`src/rtl/mmio_pkg.sv`:
```
// Shared constants, FSM/decode enums and address helpers for the MMIO hub.
package mmio_pkg;

  localparam logic [9:0] OUT_BASE = 10'h000;
  localparam logic [9:0] IN_BASE  = 10'h100;
  localparam logic [9:0] STAT_OFF = 10'h200;

  typedef enum logic {IDLE, RESP} state_e;

  typedef enum logic [1:0] {D_OUT, D_IN, D_STAT, D_ERR} dec_e;

  // Word index of a bank register inside its 256-byte page.
  function automatic logic [5:0] bank_of(input logic [9:0] off);
    return off[7:2];
  endfunction

  function automatic logic [1:0] page_of(input logic [9:0] off);
    return off[9:8];
  endfunction

endpackage

```
`src/rtl/mmio_if.sv`:
```
// Core-side load/store channel: valid/ready request, fixed one-cycle response.
interface mmio_if #(
  parameter int DATA_W = 32,
  parameter int ADDR_W = 32
);
  logic              req_valid;
  logic              req_write;
  logic [ADDR_W-1:0] req_addr;
  logic [DATA_W-1:0] req_wdata;
  logic              req_ready;
  logic              rsp_valid;
  logic [DATA_W-1:0] rsp_rdata;
  logic              rsp_err;

  modport master (
    output req_valid, req_write, req_addr, req_wdata,
    input  req_ready, rsp_valid, rsp_rdata, rsp_err
  );

  modport slave (
    input  req_valid, req_write, req_addr, req_wdata,
    output req_ready, rsp_valid, rsp_rdata, rsp_err
  );
endinterface

```
`src/rtl/mmio_debounce.sv`:
```
// One input bank: 2-flop synchroniser, whole-bank debouncer and a change pulse
// that fires on the same cycle the stable value is updated.
module mmio_debounce #(
  parameter int BANK_W       = 8,
  parameter int DEBOUNCE_CYC = 16
) (
  input  logic              clk,
  input  logic              rst_n,
  input  logic [BANK_W-1:0] pins_i,
  output logic [BANK_W-1:0] stable_o,
  output logic              change_o
);

  localparam int              CNT_W   = $clog2(DEBOUNCE_CYC);
  localparam logic [CNT_W-1:0] CNT_MAX = CNT_W'(DEBOUNCE_CYC - 1);

  logic [BANK_W-1:0] sync1_q, sync2_q;
  logic [BANK_W-1:0] cand_q, cand_d;
  logic [BANK_W-1:0] stable_q, stable_d;
  logic [CNT_W-1:0]  cnt_q, cnt_d;
  logic              change;

  // NOTE: every always_comb output gets a default first, so no path leaves it unassigned and no latch is inferred.
  always_comb begin
    cand_d   = cand_q;
    stable_d = stable_q;
    cnt_d    = cnt_q;
    change   = 1'b0;
    if (sync2_q != cand_q) begin
      cand_d = sync2_q;
      cnt_d  = '0;
    end else if (cand_q != stable_q) begin
      if (cnt_q == CNT_MAX) begin
        stable_d = cand_q;
        cnt_d    = '0;
        change   = 1'b1;
      end else begin
        cnt_d = cnt_q + CNT_W'(1);
      end
    end else begin
      cnt_d = '0;
    end
  end

  // NOTE: sequential state uses non-blocking assignments so every flop samples pre-edge values.
  always_ff @(posedge clk or negedge rst_n) begin
    if (!rst_n) begin
      sync1_q  <= '0;
      sync2_q  <= '0;
      cand_q   <= '0;
      stable_q <= '0;
      cnt_q    <= '0;
    end else begin
      sync1_q  <= pins_i;
      sync2_q  <= sync1_q;
      cand_q   <= cand_d;
      stable_q <= stable_d;
      cnt_q    <= cnt_d;
    end
  end

  assign stable_o = stable_q;
  assign change_o = change;

endmodule

```
`src/rtl/mmio_hub.sv`:
```
// Memory-mapped hub: N_OUT output banks, N_IN debounced input banks and a
// write-1-to-clear change-flag register behind one 1 KiB address window.
module mmio_hub
  import mmio_pkg::*;
#(
  parameter int                DATA_W       = 32,
  parameter int                ADDR_W       = 32,
  parameter int                BANK_W       = 8,
  parameter int                N_OUT        = 3,
  parameter int                N_IN         = 3,
  parameter logic [ADDR_W-1:0] IO_BASE      = 32'hFFFF_FC00,
  parameter int                DEBOUNCE_CYC = 16
) (
  input  logic                    clk,
  input  logic                    rst_n,
  mmio_if.slave                   bus,
  output logic [N_OUT*BANK_W-1:0] out_pins,
  input  logic [N_IN*BANK_W-1:0]  in_pins,
  output logic                    irq
);

  state_e                  state_q, state_d;
  logic                    accept;
  logic [N_OUT*BANK_W-1:0] out_q, out_d;
  logic [DATA_W-1:0]       rdata_q, rdata_d;
  logic                    err_q, err_d;
  logic [N_IN-1:0]         flag_q, flag_d, flag_clr, chg;
  logic                    irq_q;
  logic [N_IN*BANK_W-1:0]  in_stable;
  dec_e                    dec;
  logic [9:0]              off;
  logic [5:0]              bank;
  logic                    unused_wdata;

  for (genvar i = 0; i < N_IN; i++) begin : g_in
    mmio_debounce #(
      .BANK_W      (BANK_W),
      .DEBOUNCE_CYC(DEBOUNCE_CYC)
    ) u_deb (
      .clk     (clk),
      .rst_n   (rst_n),
      .pins_i  (in_pins[i*BANK_W +: BANK_W]),
      .stable_o(in_stable[i*BANK_W +: BANK_W]),
      .change_o(chg[i])
    );
  end

  // Address decode; input banks are read-only, so a store there decodes as an error.
  always_comb begin
    off  = bus.req_addr[9:0];
    bank = bank_of(off);
    dec  = D_ERR;
    if (bus.req_addr[ADDR_W-1:10] == IO_BASE[ADDR_W-1:10] && bus.req_addr[1:0] == 2'b00) begin
      if (page_of(off) == page_of(OUT_BASE) && int'(bank) < N_OUT) begin
        dec = D_OUT;
      end else if (page_of(off) == page_of(IN_BASE) && int'(bank) < N_IN && !bus.req_write) begin
        dec = D_IN;
      end else if (off == STAT_OFF) begin
        dec = D_STAT;
      end
    end
  end

  always_comb begin
    state_d       = state_q;
    bus.req_ready = 1'b0;
    accept        = 1'b0;
    case (state_q)
      IDLE: begin
        bus.req_ready = rst_n;
        if (bus.req_valid) begin
          accept  = 1'b1;
          state_d = RESP;
        end
      end
      RESP: state_d = IDLE;
    endcase
  end

  always_comb begin
    out_d    = out_q;
    rdata_d  = rdata_q;
    err_d    = err_q;
    flag_clr = '0;
    if (accept) begin
      rdata_d = '0;
      err_d   = (dec == D_ERR);
      case (dec)
        D_OUT: begin
          for (int i = 0; i < N_OUT; i++) begin
            if (bank == 6'(i)) begin
              if (bus.req_write) out_d[i*BANK_W +: BANK_W] = bus.req_wdata[BANK_W-1:0];
              else               rdata_d[BANK_W-1:0] = out_q[i*BANK_W +: BANK_W];
            end
          end
        end
        D_IN: begin
          for (int i = 0; i < N_IN; i++) begin
            if (bank == 6'(i)) rdata_d[BANK_W-1:0] = in_stable[i*BANK_W +: BANK_W];
          end
        end
        D_STAT: begin
          if (bus.req_write) flag_clr = bus.req_wdata[N_IN-1:0];
          else               rdata_d[N_IN-1:0] = flag_q;
        end
        default: ;
      endcase
    end
    // A debounced change landing on the same edge as a clear keeps its flag.
    flag_d = (flag_q & ~flag_clr) | chg;
  end

  always_ff @(posedge clk or negedge rst_n) begin
    if (!rst_n) begin
      state_q <= IDLE;
      out_q   <= '0;
      rdata_q <= '0;
      err_q   <= 1'b0;
      flag_q  <= '0;
      irq_q   <= 1'b0;
    end else begin
      state_q <= state_d;
      out_q   <= out_d;
      rdata_q <= rdata_d;
      err_q   <= err_d;
      flag_q  <= flag_d;
      irq_q   <= |flag_q;
    end
  end

  assign bus.rsp_valid = (state_q == RESP);
  assign bus.rsp_rdata = rdata_q;
  assign bus.rsp_err   = err_q;
  assign out_pins      = out_q;
  assign irq           = irq_q;
  assign unused_wdata  = ^bus.req_wdata;

endmodule

```
`src/flat_wrapper.sv`:
```
// flat-port wrapper written by rule: the top's interface ports become plain ports
module mmio_hub_flat import mmio_pkg::*;
#(
  parameter int                DATA_W       = 32,
  parameter int                ADDR_W       = 32,
  parameter int                BANK_W       = 8,
  parameter int                N_OUT        = 3,
  parameter int                N_IN         = 3,
  parameter logic [ADDR_W-1:0] IO_BASE      = 32'hFFFF_FC00,
  parameter int                DEBOUNCE_CYC = 16
)
  (clk, rst_n, out_pins, in_pins, irq, bus_req_valid, bus_req_write, bus_req_addr, bus_req_wdata, bus_req_ready, bus_rsp_valid, bus_rsp_rdata, bus_rsp_err);
  mmio_if #(.DATA_W(DATA_W), .ADDR_W(ADDR_W)) bus_i ();
  input  logic clk;
  input  logic rst_n;
  output logic [N_OUT*BANK_W-1:0] out_pins;
  input  logic [N_IN*BANK_W-1:0] in_pins;
  output logic irq;
  input wire logic [$bits(bus_i.req_valid)-1:0] bus_req_valid;
  input wire logic [$bits(bus_i.req_write)-1:0] bus_req_write;
  input wire logic [$bits(bus_i.req_addr)-1:0] bus_req_addr;
  input wire logic [$bits(bus_i.req_wdata)-1:0] bus_req_wdata;
  output wire logic [$bits(bus_i.req_ready)-1:0] bus_req_ready;
  output wire logic [$bits(bus_i.rsp_valid)-1:0] bus_rsp_valid;
  output wire logic [$bits(bus_i.rsp_rdata)-1:0] bus_rsp_rdata;
  output wire logic [$bits(bus_i.rsp_err)-1:0] bus_rsp_err;
  assign bus_i.req_valid = bus_req_valid;
  assign bus_i.req_write = bus_req_write;
  assign bus_i.req_addr = bus_req_addr;
  assign bus_i.req_wdata = bus_req_wdata;
  assign bus_req_ready = bus_i.req_ready;
  assign bus_rsp_valid = bus_i.rsp_valid;
  assign bus_rsp_rdata = bus_i.rsp_rdata;
  assign bus_rsp_err = bus_i.rsp_err;
  mmio_hub #(.DATA_W(DATA_W), .ADDR_W(ADDR_W), .BANK_W(BANK_W), .N_OUT(N_OUT), .N_IN(N_IN), .IO_BASE(IO_BASE), .DEBOUNCE_CYC(DEBOUNCE_CYC)) u_core (.clk(clk), .rst_n(rst_n), .bus(bus_i), .out_pins(out_pins), .in_pins(in_pins), .irq(irq));
endmodule
```
`config.mk`:
```
export PLATFORM = sky130hd
export DESIGN_NAME = mmio_hub_flat
export DESIGN_NICKNAME = d
export VERILOG_FILES = /design/src/rtl/mmio_pkg.sv /design/src/rtl/mmio_if.sv /design/src/rtl/mmio_debounce.sv /design/src/rtl/mmio_hub.sv /design/src/flat_wrapper.sv
export SDC_FILE = /design/constraint.sdc
export NUM_CORES = 1
export LEC_CHECK = 0
export CAP_MARGIN = 15
export CORE_MARGIN = 2
export CORE_UTILIZATION = 35
export CTS_CLUSTER_SIZE = 20
export DETAILED_ROUTE_END_ITERATION = 7
export PLACE_DENSITY_LB_ADDON = 0.2
export SLEW_MARGIN = 20
export SYNTH_ARGS = -nofsm -noshare
export SYNTH_HDL_FRONTEND = slang
export SYNTH_HIERARCHICAL = 1
export SYNTH_SLANG_ARGS = --single-unit
```
`constraint.sdc`:
```
create_clock -name clk -period 4.93 [get_ports clk]
set_input_delay 0.493 -clock clk [delete_from_list [all_inputs] [get_ports clk]]
set_output_delay 0.493 -clock clk [all_outputs]
set_load 0.005 [all_outputs]
```
==> results.yml <==
placed_design:
  place_inst: 770
  finalWeightedCongestion: 0.7362
  dp_hpwl_um: 9047
  portBuffers: 103
finish:
  fin_nets: 659
  utilization_pct: 45.56
  fin_cells: 801
  layout-drive-gt1-share_pct: 16.49
  diodes: 0
  syn_to_final_growth_pct: 26.63
job:
  drv_cap: 0
worst_setup_path:
  cp-end-kind: "flip-flop"
  rr_worst_depth: 6
  crit_arrival_ns: 3.12
  crit_fanout: 11
  cp.required_ns: 5.23
  critPathKind: "in2reg"
  crit_path_start_kind: "input pin"
synth:
  synth_top_area_share_pct: 58.51
  yosysWarnings: 6
  synth-edff-count: 0
  ys_types: 39
  synthFlopType: "dfrtp_1"
  avgSynthCellArea_um2: 13.17
  ys_seq_elements: 146
  ys_async_sr_fraction_pct: 100.0
  synth_area_leaders: "dfrtp_1, mux2_2, mux2_4"
  synth_seq_area_share_pct: 58.51
  yosysTopAreaCell: "dfrtp_1"
  synthCells: 474
  synth_area_um2: 6245
global_routing:
  grt_max_degree: 78
  grt_pass1_vias: 3978
  grt_most_used_layer: "met2"
  grtUsageTotal_pct: 14.18
  grt_use_met1_pct: 16.85
  grt_use_met2_pct: 24.38
  grt_first_pass_wirelength_um: 20090
  overflow: 0
  antenna_found_initial: 0
  grt_use_met3_pct: 3.716
die:
  die_area_um2: 18930
  initial_core_util_pct: 35.98
  ios: 152
  die_x_um: 137.6
  die_h_um: 137.6
  placeableCoreArea_um2: 17360
  row_count: 48
clock_tree:
  cts_buffers: 17
  cts_tree: "done"
  cts_setup_buffers: 0
  cts_resized: 0
  clk_pin_slew_ns: 0.06
  hold_buffers: 0
  insertion_delay_ns: 0.42
  cts.root.buffer_cell: "clkbuf_16"
  clk_path_buf_depth: 2
  htree_levels: 4
  clock_sinks: 146
routing:
  vias_per_cell: 4.679
  postRouteAntennaNets: 0
  drt_wl_total_um: 12660
  wl_per_cell_um: 15.80
  route.detailed.drc: 0
  detail_route.first_pass.iterations: 4
  drt_iter0_drc: 163
  route.vias.total: 3748
timing:
  max_freq_mhz: 355.0
  fin_crit_ns: 2.817
  setup_viol: 0
  slew_headroom_pct: 25.64
  setup_tns_ns: 0
  fin_crit_sh_pct: 57.13
  hold_slack_ns: 0.08463
  skew_ns: 0.007972
  max_slew.worst_pin.slew_ns: 1.107
  maxSlewViolCount: 0
  rsz0062_at_grt: "false"
  finalHoldViolCount: 0
pwr:
  power_frac_seq_pct: 47.6
  clkPwrFrac_pct: 46.8
  cellLeakagePower_nw: 3.524
  comb_power_share_pct: 5.7
  intPower_w: 0.002071
  cellPowerDensity_nw_per_um2: 332.8
  swShare_pct: 21.31
  power.switching_w: 0.0005609
  vdd_drop_max_v: 0.0002464
min_path:
  hp-class: "in2async"
outcome:
  status: "finished clean"
## power groups by stage
| stage | clock network [W] | logic (W) | registers (W) |
|---|---|---|---|
| after global routing | 0.00132 | 0.000167 | 0.00126 |
| after global placement | 0 | 0.000150 | 0.00127 |
| after detailed placement | 0 | 0.000152 | 0.00127 |
| final | 0.00123 | 0.000150 | 0.00125 |
| after floorplan | 0 | 0.0000775 | 0.00127 |
| after CTS | 0.00127 | 0.000153 | 0.00125 |
## kinds of logic after synthesis
kind of cell             synth area share [%]
adder cells (fa/ha/maj)                0.6011
AND/OR/NAND/NOR                         9.357
other                                 0.06005
flip-flops                              58.51
XOR/XNOR                                7.574
buffers and inverters                   5.670
multiplexers                            12.66
AO/OA/AOI/OAI                           5.570
## stage by stage
stage	total power (W)	area, um^2	worst slack (ns)
2_1_floorplan	0.001345	6331	3.009
3_3_place_gp	0.001423	7337	1.720
3_5_place_dp	0.001426	7337	1.655
4_1_cts	0.002673	7908	2.108
5_1_grt	0.002742	7908	1.992
6_report	0.002632	7908	2.113
## final timing paths
path                            slack, ns                               end                       startpoint
worst max-delay path                 2.11                u_core/out_pins[7]                 bus_req_addr[23]
worst min-delay path                 0.08   u_core/g_in[1].u_deb/sync1_q[5]                            rst_n
worst max register to register       2.32                u_core/out_pins[7]             u_core/bus.rsp_valid
worst min register to register       0.34   u_core/g_in[2].u_deb/sync2_q[1]  u_core/g_in[2].u_deb/sync1_q[1]
max in group asynchronous            3.45  u_core/g_in[0].u_deb/stable_o[2]                            rst_n
min in group clk                     0.34   u_core/g_in[2].u_deb/sync2_q[1]  u_core/g_in[2].u_deb/sync1_q[1]
## layout make-up
| cell class | count | area (um^2) |
|---|---|---|
| timing repair buffer | 106 | 1055 |
| inverter | 5 | 23.77 |
| fill | 1572 | 9449 |
| multi-input combinational | 288 | 2323 |
| clock buffer | 21 | 460.4 |
| tap | 225 | 281.5 |
| clock inverter | 10 | 110.1 |
| sequential | 146 | 3654 |
## placed cells by master (no fill, tap or decap), types with 14 or more instances in the layout
cell / instances
dfrtp_1: 146
mux2_4: 16
mux2_2: 32
nand2_1: 19
o21ai_0: 14
clkdlybuf4s50_1: 102
clkbuf_16: 17
nor2_1: 23
mux2i_1: 19
xor2_1: 27
xnor2_1: 27
conb_1: 24
nand4_1: 17
## sequential cells by signal, indices dropped and copies added (netlist names)
name                        cells
u_core/g_in.u_deb/cnt_q        12
u_core/flag_q                   3
u_core/bus.rsp_valid            1
u_core/g_in.u_deb/sync1_q      24
u_core/bus.rsp_err              1
u_core/g_in.u_deb/stable_o     24
u_core/out_pins                24
u_core/irq                      1
u_core/g_in.u_deb/sync2_q      24
u_core/bus.rsp_rdata            8
u_core/g_in.u_deb/cand_q       24
## per-layer routing
metal / share of wire, % / vias to the layer above / routed length (um)
li1: - / 1762 / -
met1: 43 / 1850 / 5421
met2: 49 / 119 / 6231
met3: 6.1 / 17 / 778
met4: 1.8 / 0 / 227
met5: 0 / - / 0
## worst max-delay path, stage by stage
cell	delay, ns
clkdlybuf4s50_1	0.49
nand4_1	0.09
or3_1	0.41
nor4_4	0.84
nand4_4	0.40
mux2_2	0.38
## cells in the mapped netlist (2+ instances only)
cell type    n
a2111oi_4    3
nor3_1       7
a211o_2      3
xor2_1      27
inv_1        4
mux2_2      32
a21oi_1      8
buf_6        2
clkbuf_1    28
a2bb2oi_1    8
buf_4       25
o21ai_0     14
nor2_1      23
nand3_1      7
nand4_4      2
mux2_4      16
and3_1       3
xnor2_1     27
ha_1         3
a21o_1       3
mux2i_1     19
nand2_1     19
dfrtp_1    146
nand2_8      2
buf_2        3
o211ai_1     3
nand4_1     17
nor4_4       2
nor4_1       7
or3_1        2
(Power assumes the default switching activity.)
